[src/rtl/rat_int_ctrl.sv]
// rat_int_ctrl: edge-latched, maskable, round-robin interrupt controller for the RAT MCU
module rat_int_ctrl #(
  parameter int N_SRC = 4,
  parameter int ID_W  = 2
) (
  input  logic             CLK,
  input  logic             RESET,
  input  logic [N_SRC-1:0] IRQ,
  input  logic             MASK_WR,
  input  logic [N_SRC-1:0] MASK_DATA,
  input  logic             INT_ACK,
  input  logic             INT_DONE,
  output logic             INT_CU,
  output logic [ID_W-1:0]  INT_ID,
  output logic [N_SRC-1:0] PENDING,
  output logic             IN_SERVICE
);
  typedef enum logic [1:0] {IDLE, REQ, SERVICE} state_t;
  state_t state, state_n;
  logic [N_SRC-1:0] irq_q, mask, rise, eligible, clr;
  logic [ID_W-1:0] rr_ptr, rr_n, id_n, winner;
  logic found;

  function automatic logic [ID_W-1:0] wrap(input int v);
    return ID_W'(v >= N_SRC ? v - N_SRC : v);
  endfunction

  assign rise = IRQ & ~irq_q;
  assign eligible = PENDING & mask;

  // first eligible source scanning upward from rr_ptr with wrap
  always_comb begin
    winner = '0;
    found = 1'b0;
    for (int k = 0; k < N_SRC; k++) begin
      if (!found && eligible[wrap(int'(rr_ptr) + k)]) begin
        found = 1'b1;
        winner = wrap(int'(rr_ptr) + k);
      end
    end
  end

  // next state, held ID, round-robin pointer and pending-clear decode
  always_comb begin
    state_n = state;
    id_n = INT_ID;
    rr_n = rr_ptr;
    clr = '0;
    case (state)
      IDLE: if (found) begin
        id_n = winner;
        state_n = REQ;
      end
      REQ: if (INT_ACK) begin
        clr[INT_ID] = 1'b1;
        rr_n = wrap(int'(INT_ID) + 1);
        state_n = SERVICE;
      end
      SERVICE: state_n = INT_DONE ? IDLE : SERVICE;
      default: state_n = IDLE;
    endcase
  end

  // registers; irq_q tracks IRQ even in reset so a held line makes no edge
  always_ff @(posedge CLK) begin
    irq_q <= IRQ;
    if (!RESET) begin
      state <= IDLE;
      INT_CU <= 1'b0;
      INT_ID <= '0;
      PENDING <= '0;
      IN_SERVICE <= 1'b0;
      mask <= '0;
      rr_ptr <= '0;
    end else begin
      state <= state_n;
      INT_CU <= state_n == REQ;
      IN_SERVICE <= state_n == SERVICE;
      INT_ID <= id_n;
      PENDING <= (PENDING & ~clr) | rise;
      mask <= MASK_WR ? MASK_DATA : mask;
      rr_ptr <= rr_n;
    end
  end
endmodule

[config.mk]
export PLATFORM = sky130hd
export DESIGN_NAME = rat_int_ctrl
export DESIGN_NICKNAME = d
export VERILOG_FILES = /design/src/rtl/rat_int_ctrl.sv
export SDC_FILE = /design/constraint.sdc
export NUM_CORES = 1
export LEC_CHECK = 0
export CAP_MARGIN = 5
export CORE_AREA = 2 2 48 50
export DETAILED_ROUTE_END_ITERATION = 8
export DIE_AREA = 0 0 50 52
export GPL_ROUTABILITY_DRIVEN = 1
export PLACE_DENSITY = 0.73
export SLEW_MARGIN = 0
export SYNTH_ARGS = -nofsm -noshare
export SYNTH_HDL_FRONTEND = slang
export SYNTH_SLANG_ARGS = --single-unit
export TNS_END_PERCENT = 20
[constraint.sdc]
create_clock -name CLK -period 3.4 [get_ports CLK]
set_input_delay 0.51 -clock CLK [delete_from_list [all_inputs] [get_ports CLK]]
set_output_delay 0.51 -clock CLK [all_outputs]
set_load 0.02 [all_outputs]
* Word level (Yosys, flattened, before mapping)
Index checks and enable logic that the tools add are counted. W data, S select, Z words.
Storage, ports and cells: bits in registers 20, word-level logic and storage cells 77, output and inout port bits 8
Operators by class: order comparisons 11, multiplexer cells 29, $add $sub $neg 9, bitwise logic cells 6, reduce and logical (&&, ||, !) cells 10, eq/ne operators 4
Operator list (count):
- $mux W2 | 12
- $lt A2 B3 Y1 const B | 5
- $and A4 B4 Y4 | 3
- $ge A3 B3 Y1 const B | 4
- $sub A2 B1 Y2 const B | 5
- $mux W1 | 9
- $bmux W1 S2 | 4
- $mux W4 | 2
- $not A4 Y4 | 2
- $add A2 B1 Y3 const B | 2
- $add A2 B2 Y3 const B | 2
- $pmux W2 S3 | 1
- $eq A2 B1 Y1 const B | 2
- $eq A2 B2 Y1 const B | 2
- $logic_and A1 B1 Y1 | 4
- $or A4 B4 Y4 | 1
- $reduce_and A2 Y1 | 2
- $ge A2 B3 Y1 const B | 1
- $logic_not A1 Y1 | 3
- $demux W1 S2 | 1
- $ge A2 B1 Y1 const B | 1
- $logic_not A2 Y1 | 1

* Logic depth before layout (Yosys ltp)
depth in word-level cells 17, depth in mapped cells 5

* Worst setup path after synthesis
Ideal clock, no wire load.
path kind register -> register, start point reg PENDING[2], end point reg INT_ID[0], path slack 2149 ps, data required time 3269 ps, setup time 131 ps, stages on the path, launching flop included 5, data arrival time 1121 ps, clock period less this slack 1251 ps, cell sequence dfxtp_1 -> nand2_2 -> or3b_1 -> o2111ai_1 -> mux2i_1
Between the ends: word-level cells in the longest chain between the ends 14
RTL lines:
- from (decl) | RTL line 15 | output logic [N_SRC-1:0] PENDING,
- from (signal assigned) | RTL line 80 | PENDING <= (PENDING & ~clr) | rise;
- $and A4 B4 Y4 * | RTL line 29 | assign eligible = PENDING & mask;
- $bmux W1 S2 | RTL line 36 | if (!found && eligible[wrap(int'(rr_ptr) + k)]) begin
- $mux W1 (implied by the code) | RTL line 36
- $mux W1 | RTL line 36
- $logic_not A1 Y1 | RTL line 36
- $logic_and A1 B1 Y1 | RTL line 36
- $mux W1 | RTL line 36
- $logic_not A1 Y1 | RTL line 36
- $logic_and A1 B1 Y1 | RTL line 36
- $mux W1 | RTL line 36
- $logic_not A1 Y1 | RTL line 36
- $logic_and A1 B1 Y1 | RTL line 36
- $mux W1 | RTL line 36
- $reduce_and A2 Y1 (no source line)
- to (signal assigned) | RTL line 79 | INT_ID <= id_n;
- to (decl) | RTL line 14 | output logic [ID_W-1:0] INT_ID,
Every way passes the cells marked *; elsewhere a longest branch is shown, timed or not. The select of a mux whose other input is x is not followed. A chain may end at the register's enable or synchronous reset.

* Final worst setup path
start point reg PENDING[0], end point out PENDING[0]
No word-level cell between the ends.

==> flow_summary_export.csv <==
group,metric,value,unit
clocking,cts_buffer_depth,2,
sta,rsz0062_at_grt,"no",
power,total_power,0.4328,mW
clocking,root_buffer,"clkbuf_4",
clocking,post_cts_buffers,0,
global_routing,grt_max_degree,18,
route,ant_nets,0,
route,drtPass1Iterations,4,
route,initialDrtViolationCount,3,
synthesis,netlist_instances,89,
route,via_count,682,
synthesis,syn-num-nets,106,
setup_path,cp_top_family,"buffers and inverters",
clocking,path_clk_slew,0.11,ns
placement,dp_hpwl,1230,um
power,p_sw,0.1069,mW
setup_path,cp.depth,1,
setup_path,critPathMaxFanout,5,
floorplan,dieWidth,50,um
global_routing,grt-ovfl-total,0,
layout,final_core_util,0.5371,
global_routing,grt_pass1_vias,665,
floorplan,die_y,52,um
synthesis,ys_warn_count,0,
sta,fin_crit_sh,0.5531,
run_status,status,"complete, no violations",
setup_path,cp_num_buf_inv,1,
sta,setup_violations,0,
route,wirelength,1589,um
floorplan,die_area,2600,um2
placement,post_dp_cell_area,1109,um2
sta,max_freq,531.7,MHz
layout,syn2layout_area_growth,26.97,%
clocking,htreeDepth,1,
placement,io_buffers,20,
clocking,insertion_delay,0.29,ns
setup_path,slowest_delay,0.64,ns
setup_path,critPathKind,"flip-flop to output pin",
route,avgRoutedWirePerCell,11.68,um
clocking,cts_tree,"built",
synthesis,synth-edff-count,0,
clocking,cts_made_buffers,3,
setup_path,crit_chain,"clkdlybuf4s50_1",
clocking,hold_buffers,0,
global_routing,grt_pass1_wl,2794,um
floorplan,start_util,0.4231,
power,ir_drop,0.3405,mV
power,pwr-share-comb,0.150,
setup_path,reg2reg_slack,2.13,ns
global_routing,antenna_found_initial,0,
setup_path,cp.arrival,1.37,ns
setup_path,cp-end-kind,"output pin",
layout,fin_area,1131,um2
sta,skew,0.007224,ns
floorplan,ios,21,
layout,drive_gt1_frac,0.07407,
layout,layout.cells.non_filler,136,
sta,drv_slew,0,
sta,fin_tns_setup,0,ns
synthesis,ys_seq_area_frac,0.4494,
min_path,hold_path.class,"flip-flop to flip-flop",
global_routing,grt_usage,0.1387,
sta,hold_viol_final,0,
floorplan,num_rows,17,
synthesis,ys_async_sr_fraction,0,
power,power_frac_seq,0.595,
route,vias_per_cell,5.015,
run,drv_cap,0,
synthesis,synthFlopType,"dfxtp_1",
sta,max_slew_margin,0.6270,
power,p_int,0.3258,mW
clocking,clkSinkCount,20,
placement,dp.cells,133,
sta,tightest_slew,0.5578,ns
setup_path,worstPathRequired,2.89,ns
setup_path,crit_path_start_kind,"flip-flop",
setup_path,cp-startpoint,"PENDING[0]",
setup_path,cp_slowest_cell,"clkdlybuf4s50_1",
synthesis,ys_seq_elements,20,
floorplan,core,2106,um2
sta,fin_crit,1.881,ns
synthesis,synth.distinct_cells,28,
setup_path,worstRegToRegCells,3,
layout,diodes,0,
synthesis,yosys.area.top_type,"dfxtp_1",
placement,gp_congestion,0.7312,
clocking,post_cts_resized,0,
setup_path,r2r-end,"state[0]",
synthesis,syn-cell-area,890.9,um2
synthesis,synth_area_per_cell,10.01,um2
setup_path,crit_end,"PENDING[0]",
power,clkPwrFrac,0.255,
setup_path,r2r_start,"PENDING[0]",
synthesis,synth_top_area_frac,0.4494,
power,p_per_area,382.6,nW/um2
layout,fin_nets,127,
synthesis,synth_area_leaders,"dfxtp_1 45%, nor2b_1 9.8%, mux2i_1 7.9%",
power,switching_share,0.2471,
power,p_leak,0.4214,nW
route,route.detailed.drc,0,
==> per-layer routing <==
metal / share of wire / track usage / vias to the layer above / wire, um
li1: - / - / 347 / -
met1: 0.48 / 0.1768 / 315 / 770
met2: 0.46 / 0.2412 / 18 / 734
met3: 0.045 / 0.02874 / 2 / 72
met4: 0.0069 / 0.02778 / 0 / 11
met5: 0 / 0 / - / 0
==> flip-flops by register name, summed over array words and instances (netlist names) <==
signal / flops
INT_CU: 1
PENDING: 4
mask: 4
rr_ptr: 2
irq_q: 4
state: 2
INT_ID: 2
IN_SERVICE: 1
==> cells in the final DEF, fill, tap and decap left out <==
cell type,n
a22oi_1,1
and3b_1,2
clkbuf_4,3
a21o_1,1
clkdlybuf4s50_1,20
nor2b_1,14
ha_1,4
dfxtp_1,20
o22ai_1,1
o21ai_0,2
nor3b_1,2
nor3_1,1
and3_1,1
o21ai_2,1
a21oi_1,5
a311oi_4,1
mux2_2,1
nor4b_1,1
and2_1,1
mux2i_1,7
o21a_1,4
a31oi_1,1
inv_1,2
o2111ai_1,1
nand2_1,8
or3b_1,1
nand2_2,2
==> worst min path at each step <==
stage / startpoint / to / slack [ns] / depth (start not counted)
6_report: INT_ID[0] / INT_ID[0] / 0.54 / 2
5_1_grt: mask[1] / mask[1] / 0.57 / 2
4_1_cts: INT_ID[0] / INT_ID[0] / 0.54 / 2
3_5_place_dp: INT_ID[0] / INT_ID[0] / 0.52 / 2
3_3_place_gp: INT_ID[0] / INT_ID[0] / 0.51 / 2
2_1_floorplan: mask[2] / mask[2] / 0.50 / 2
==> through the flow <==
stage,setup WS (ns),hold WS (ns)
2_1_floorplan,2.149,0.5031
3_3_place_gp,1.636,0.5073
3_5_place_dp,1.618,0.5226
4_1_cts,1.514,0.5377
5_1_grt,1.475,0.5675
6_report,1.519,0.5373
==> power groups by stage <==
stage	combinational [mW]	sequential [mW]	clock (mW)
2_1_floorplan	0.0291	0.267	0
3_3_place_gp	0.0640	0.263	0
3_5_place_dp	0.0654	0.263	0
4_1_cts	0.0657	0.258	0.111
5_1_grt	0.0706	0.260	0.122
6_report	0.0647	0.258	0.110
==> kinds of logic after synthesis <==
family,Yosys count,share of synthesized area
AND/OR/NAND/NOR,33,0.2219
flip-flops,20,0.4494
AO/OA/AOI/OAI,18,0.1531
multiplexers,8,0.09129
buffers and inverters,6,0.02809
adder cells (fa/ha/maj),4,0.05618
==> cells in the mapped netlist (all sizes together), types with 2 or more instances <==
cell type,instances
a21oi,5
and3b,2
clkbuf,3
dfxtp,20
ha,4
inv,2
mux2i,7
nand2,10
nor2b,14
nor3b,2
o21a,4
o21ai,3
==> layout make-up <==
type	instances	area, um2
clock buffers	3	22.52
well taps	28	35.03
flip-flops and latches	20	400.4
inverters	2	7.507
repair buffers	20	200.2
fillers	201	974.7
multi-input cells	63	465.4
Note: power is estimated with default switching activity, not from simulation.
